File: src/rtl/shift_out_reg.sv
// -----------------------------------------------------------------------------
// shift_out_reg
//
// Parallel-to-serial unload register. A WIDTH-bit word is captured on a load
// strobe and then drained one bit per accepted beat over a valid/ready serial
// interface. A one-cycle done pulse follows the final accepted bit.
//
// Build option:
//   SHIFT_MSB_FIRST_EN  - when defined, bits leave MSB first (first bit out is
//                         d[WIDTH-1]); otherwise LSB first. Handshake, timing,
//                         last and done behave identically in both builds.
//
// Ports:
//   clk    in   rising-edge clock
//   rst    in   synchronous, active-high reset (highest priority)
//   ld     in   load strobe; captures d when idle
//   d      in   [WIDTH-1:0] parallel word to transmit
//   ready  in   consumer accepts the current bit this cycle
//   sout   out  current serial bit
//   sval   out  sout is valid
//   last   out  current bit is the final bit of the word
//   busy   out  word in flight; ld ignored
//   done   out  one-cycle pulse after the final bit is accepted
//
// All outputs are decoded from registered state only; no input reaches an
// output combinationally.
// -----------------------------------------------------------------------------
module shift_out_reg #(
    parameter int WIDTH = 32
) (
    input  logic             clk,
    input  logic             rst,
    input  logic             ld,
    input  logic [WIDTH-1:0] d,
    input  logic             ready,
    output logic             sout,
    output logic             sval,
    output logic             last,
    output logic             busy,
    output logic             done
);

    localparam int CW = (WIDTH > 1) ? $clog2(WIDTH) : 1;
    localparam logic [CW-1:0] LAST_CNT = CW'(WIDTH - 1);

    typedef enum logic [1:0] {
        IDLE  = 2'd0,
        SHIFT = 2'd1,
        DONE  = 2'd2
    } state_t;

    state_t          state;
    state_t          state_next;
    logic [WIDTH-1:0] shreg;
    logic [CW-1:0]    cnt;
    logic             at_last;

    assign at_last = (cnt == LAST_CNT);

    // State register.
    always_ff @(posedge clk) begin
        if (rst) begin
            state <= IDLE;
        end else begin
            state <= state_next;
        end
    end

    // Next-state logic. ld is only honoured from IDLE, so a word in flight
    // (and the DONE cycle after it) can never be overwritten.
    always_comb begin
        state_next = state;
        case (state)
            IDLE:    if (ld) state_next = SHIFT;
            SHIFT:   if (ready && at_last) state_next = DONE;
            DONE:    state_next = IDLE;
            default: state_next = IDLE;
        endcase
    end

    // Data path: capture on load, shift on each accepted non-final beat.
    // The final beat leaves shreg alone; sout is masked outside SHIFT anyway.
    always_ff @(posedge clk) begin
        if (rst) begin
            shreg <= '0;
            cnt   <= '0;
        end else begin
            case (state)
                IDLE: begin
                    if (ld) begin
                        shreg <= d;
                        cnt   <= '0;
                    end
                end
                SHIFT: begin
                    if (ready && !at_last) begin
`ifdef SHIFT_MSB_FIRST_EN
                        shreg <= {shreg[WIDTH-2:0], 1'b0};
`else
                        shreg <= {1'b0, shreg[WIDTH-1:1]};
`endif
                        cnt   <= cnt + 1'b1;
                    end
                end
                default: ;
            endcase
        end
    end

    // Output decode from registered state.
    always_comb begin
        sval = (state == SHIFT);
        busy = (state == SHIFT);
        done = (state == DONE);
        last = (state == SHIFT) && at_last;
`ifdef SHIFT_MSB_FIRST_EN
        sout = (state == SHIFT) ? shreg[WIDTH-1] : 1'b0;
`else
        sout = (state == SHIFT) ? shreg[0] : 1'b0;
`endif
    end

endmodule

File: config.mk
export PLATFORM = sky130hd
export DESIGN_NAME = shift_out_reg
export DESIGN_NICKNAME = d
export VERILOG_FILES = /design/src/rtl/shift_out_reg.sv
export SDC_FILE = /design/constraint.sdc
export NUM_CORES = 1
export LEC_CHECK = 0
export BUFFER_PORTS_ARGS = -buffer_cell sky130_fd_sc_hd__buf_2
export CAP_MARGIN = 20
export CORE_MARGIN = 10
export CORE_UTILIZATION = 30
export DETAILED_ROUTE_END_ITERATION = 6
export PLACE_DENSITY = 0.54
export SYNTH_ARGS = -nofsm -noshare
export SYNTH_HDL_FRONTEND = slang
export SYNTH_SLANG_ARGS = --single-unit
File: constraint.sdc
create_clock -name clk -period 1.85 [get_ports clk]
set_input_delay 0 -clock clk [delete_from_list [all_inputs] [get_ports clk]]
set_output_delay 0 -clock clk [all_outputs]
set_load 0.03 [all_outputs]
Word level (Yosys, flattened, before mapping) --
Index checks and enable logic that the tools add are counted. Widths: inputs -> output; s select.
Word-level totals: bits in registers 39, input bits 36, output and inout port bits 5, word-level logic and storage cells 28
Cells by class: add/subtract/negate cells 1, eq/ne operators 6, mux-type cells 10, reduce and logical (&&, ||, !) cells 8
Operators by type and width (number):
- $mux 32 | 2
- $pmux 32 s2 | 1
- $mux 5 | 2
- $pmux 5 s2 | 1
- $add 5x1->5 const B | 1
- $eq 5x5->1 const B | 1
- $mux 2 | 2
- $ne 2x1->1 const B | 2
- $pmux 2 s2 | 1
- $logic_and 1x1->1 | 3
- $reduce_and 3->1 | 1
- $eq 2x1->1 const B | 1
- $eq 2x2->1 const B | 1
- $logic_not 2->1 | 1
- $ne 2x2->1 const B | 1
- $reduce_and 2->1 | 1
- $reduce_bool 2->1 | 1
- $logic_not 1->1 | 1
- $mux 1 | 1

Logic depth before layout (Yosys ltp) --
word-level depth 5, mapped depth 8, gate-level depth less buffers 6

Least setup slack after synthesis --
Ideal clock, no wire load.
path kind register -> register, from register cnt[0], to register shreg[16], library setup time 0.091 ns, data arrival time 1.727 ns, required time 1.759 ns, setup slack 0.032 ns, stages on the path, launching flop included 9, buffers on the path 2, period minus slack after synthesis 1.818 ns, cells stage by stage dfxtp_1 -> ha_1 -> and3_1 -> ha_1 -> and4bb_1 -> buf_4 -> buf_2 -> nor3_1 -> a311oi_1
Between the ends: word-level cells in the longest chain between the ends 5
Ends and longest elaborated chain:
- start, declared | line 55 | logic [CW-1:0] cnt;
- start signal, assigned | line 102 | cnt <= cnt + 1'b1;
- $eq 5x5->1 | line 58 | assign at_last = (cnt == LAST_CNT);
- $logic_not 1->1 | line 96 | if (ready && !at_last) begin
- $logic_and 1x1->1 | line 96
- $ne 2x1->1 (no line)
- $reduce_and 3->1 (no line)
- end signal, assigned | line 100 | shreg <= {1'b0, shreg[WIDTH-1:1]};
- end, declared | line 54 | logic [WIDTH-1:0] shreg;
Every way passes these cells. A chain may end at the register's enable or synchronous reset.

Worst setup path in the final report --
from register cnt[1], to register shreg[0]
The elaborated chain is that of the path after synthesis.

==> flow_summary.json <==
{
  "status": "finished with violations",
  "violations": "hold timing",
  "reg2reg_slack_ns": 0.02,
  "dp_cells": 327,
  "grt_max_degree": 36,
  "vdd_drop_max_v": 0.0003137,
  "dieArea_sq_mm": 0.009542,
  "cp.required_ns": 2.04,
  "cts_buffers": 5,
  "whs_path_depth": 3,
  "hp-class": "input port to flip-flop",
  "wl_per_cell_um": 14.16,
  "synth_commonest_cells": "nand2_1, dfxtp_1, a311oi_1",
  "max-cap-violations": 0,
  "path_clk_slew_ns": 0.07,
  "start_kind": "flip-flop",
  "skew_ns": 0.005704,
  "startpoint": "cnt[1]",
  "relSlewSlack": 0.6046,
  "setup_viol": 0,
  "gp_congestion": 0.7167,
  "drtPass1Iterations": 4,
  "critPathMaxFanout": 6,
  "arrival_ns": 2.02,
  "antenna_found_initial": 0,
  "hp-start": "d[20]",
  "crit_path_cell_trace": "ha_4, and3_4, ha_4, and4bb_4, buf_6, nor3_1, a311oi_1",
  "diodes": 0,
  "layout_setup_ws_ns": 0.02417,
  "ys_seq_area_frac": 0.4312,
  "endpoint_kind": "flip-flop",
  "ys.flop_type": "dfxtp_1",
  "drt_iter0_drc": 66,
  "critical_path.most_common_cell": "ha_4",
  "fin_cells": 365,
  "die_y_um": 97.69,
  "wl_um": 5167,
  "cts_num_sinks": 39,
  "hpwl_um": 3227,
  "pre_cts_slack_ns": -0.06899,
  "yosys.cell_count.top_type": "nand2_1",
  "slew_violations": 0,
  "fin_crit_ns": 1.826,
  "drtAntennaViolNets": 0,
  "h-tree-depth": 2,
  "synth_largest_area_cell": "dfxtp_1",
  "grt_pass1_vias": 1862,
  "row_count": 28,
  "yosysTopAreaCellShare": 0.4312,
  "crit_type": "flip-flop to flip-flop",
  "cts_tree": "built",
  "p_per_area_mw_per_mm2": 757.0,
  "synthesis.area_per_instance_sq_um": 8.155,
  "initial_utilization": 0.3076,
  "clock-root-buffer": "clkbuf_8",
  "rsz0062_at_grt": "true",
  "period_share": 0.9869,
  "tightest_slew_ns": 0.5931,
  "area_growth_syn_to_layout_pct": 42.36,
  "final_layout_size_suffix_gt1_frac": 0.2448,
  "hold_viol_final": 1,
  "synth-seq-cells": 39,
  "max_stage_delay_ns": 0.43,
  "synth_area_leaders": "dfxtp_1, a311oi_1, nand2_1",
  "synth_edf_count": 0,
  "power_w": 0.001951,
  "num_vias": 1849,
  "nNetsFinal": 328,
  "whs_ns": -0.001863,
  "max_freq_mhz": 547.7,
  "grt_pass1_wl_um": 8666,
  "rr_worst_depth": 7,
  "syn_nets": 260,
  "p_leak_nw": 1.016,
  "grt.total_usage": 0.1044,
  "yosys.cell_types.count": 26,
  "place_area_sq_mm": 0.002105,
  "yosys_warnings": 0,
  "portBuffers": 40,
  "synthArstFlopShare": 0,
  "gr-total-overflow": 0,
  "netlist_instances": 222,
  "via_per_inst": 5.066,
  "coreArea_sq_mm": 0.005886,
  "clockBufferDepth": 2,
  "io-pin-count": 41,
  "drc": 0,
  "synth_area_sq_mm": 0.001810,
  "clk_latency_ns": 0.29,
  "stdcell_area_sq_mm": 0.002577,
  "die_w_um": 97.69,
  "timing.rr.start": "cnt[1]",
  "slowest_stage": "and4bb_4"
}
==> sequential cells by signal (all words and copies together) (netlist names) <==
register,flops
state,2
cnt,5
shreg,32
==> routing by layer <==
layer	wire (um)	global-route usage
met1	2464	0.1299
met2	2416	0.1686
met3	239	0.03129
met4	46	0.03020
met5	0	0
==> path summary, 6_finish.rpt <==
| path | to |
|---|---|
| max | shreg[0] |
| min reg2reg | shreg[27] |
| max reg2reg | shreg[0] |
| min | shreg[20] |
==> logic make-up (layout without fill, tap and decap cells) <==
logic type | count (synthesis) | in the layout | share of synthesized area
buffers and inverters | 24 | 92 | 0.07325
AO/OA/AOI/OAI | 43 | 43 | 0.1928
adder cells (fa/ha/maj) | 2 | 2 | 0.01382
AND/OR/NAND/NOR | 114 | 114 | 0.2889
flip-flops | 39 | 39 | 0.4312
==> cell type report <==
cell class,count,area [sq um]
Fill cell,594,3308
Multi-Input combinational cell,159,942.2
Sequential cell,39,783.3
Timing Repair Buffer,84,666.9
Tap cell,75,93.84
Clock buffer,6,82.58
Clock inverter,1,5.005
Inverter,1,3.754
==> power by group <==
group          internal (W)  switching (W)
logic              0.000199       0.000212
clock network      0.000293       0.000290
registers          0.000916      0.0000415
==> timing repair <==
action	in CTS	in global routing
gates cloned	0	2
hold buffers	29	0
gates resized for setup	6	10
hold endpoints to repair	29	0
pin swaps	1	14
endpoints found under the setup margin	32	27
buffers inserted	0	0
==> layout by cell type, fill, tap and decap left out, types with 3 or more instances in the layout <==
cell,instances
dfxtp_1,37
a311oi_1,32
nand3_1,5
buf_4,8
buf_12,3
clkbuf_8,6
nor3_1,30
a21oi_1,6
dlygate4sd3_1,29
nand2_1,66
buf_2,41
==> stage by stage <==
step	util	hold slack (ns)	TNS, ns
4_1_cts	0.4247	0.001922	0
2_1_floorplan	-	0.1405	0
5_1_grt	0.4379	0.01373	-0.2596
3_5_place_dp	0.3576	0.2593	-0.8651
3_3_place_gp	0.3576	0.2557	0
6_report	0.4379	-0.001863	0
==> worst max-delay path: cells and delay by family (launching register included) <==
| family | cells | cell delay, ns |
|---|---|---|
| adder cells (fa/ha/maj) | 2 | 0.31 |
| AO/OA/AOI/OAI | 1 | 0.27 |
| buffers and inverters | 1 | 0.15 |
| AND/OR/NAND/NOR | 3 | 0.66 |
| flip-flops | 1 | 0.34 |
No activity file was read; power rests on OpenSTA's default activity.
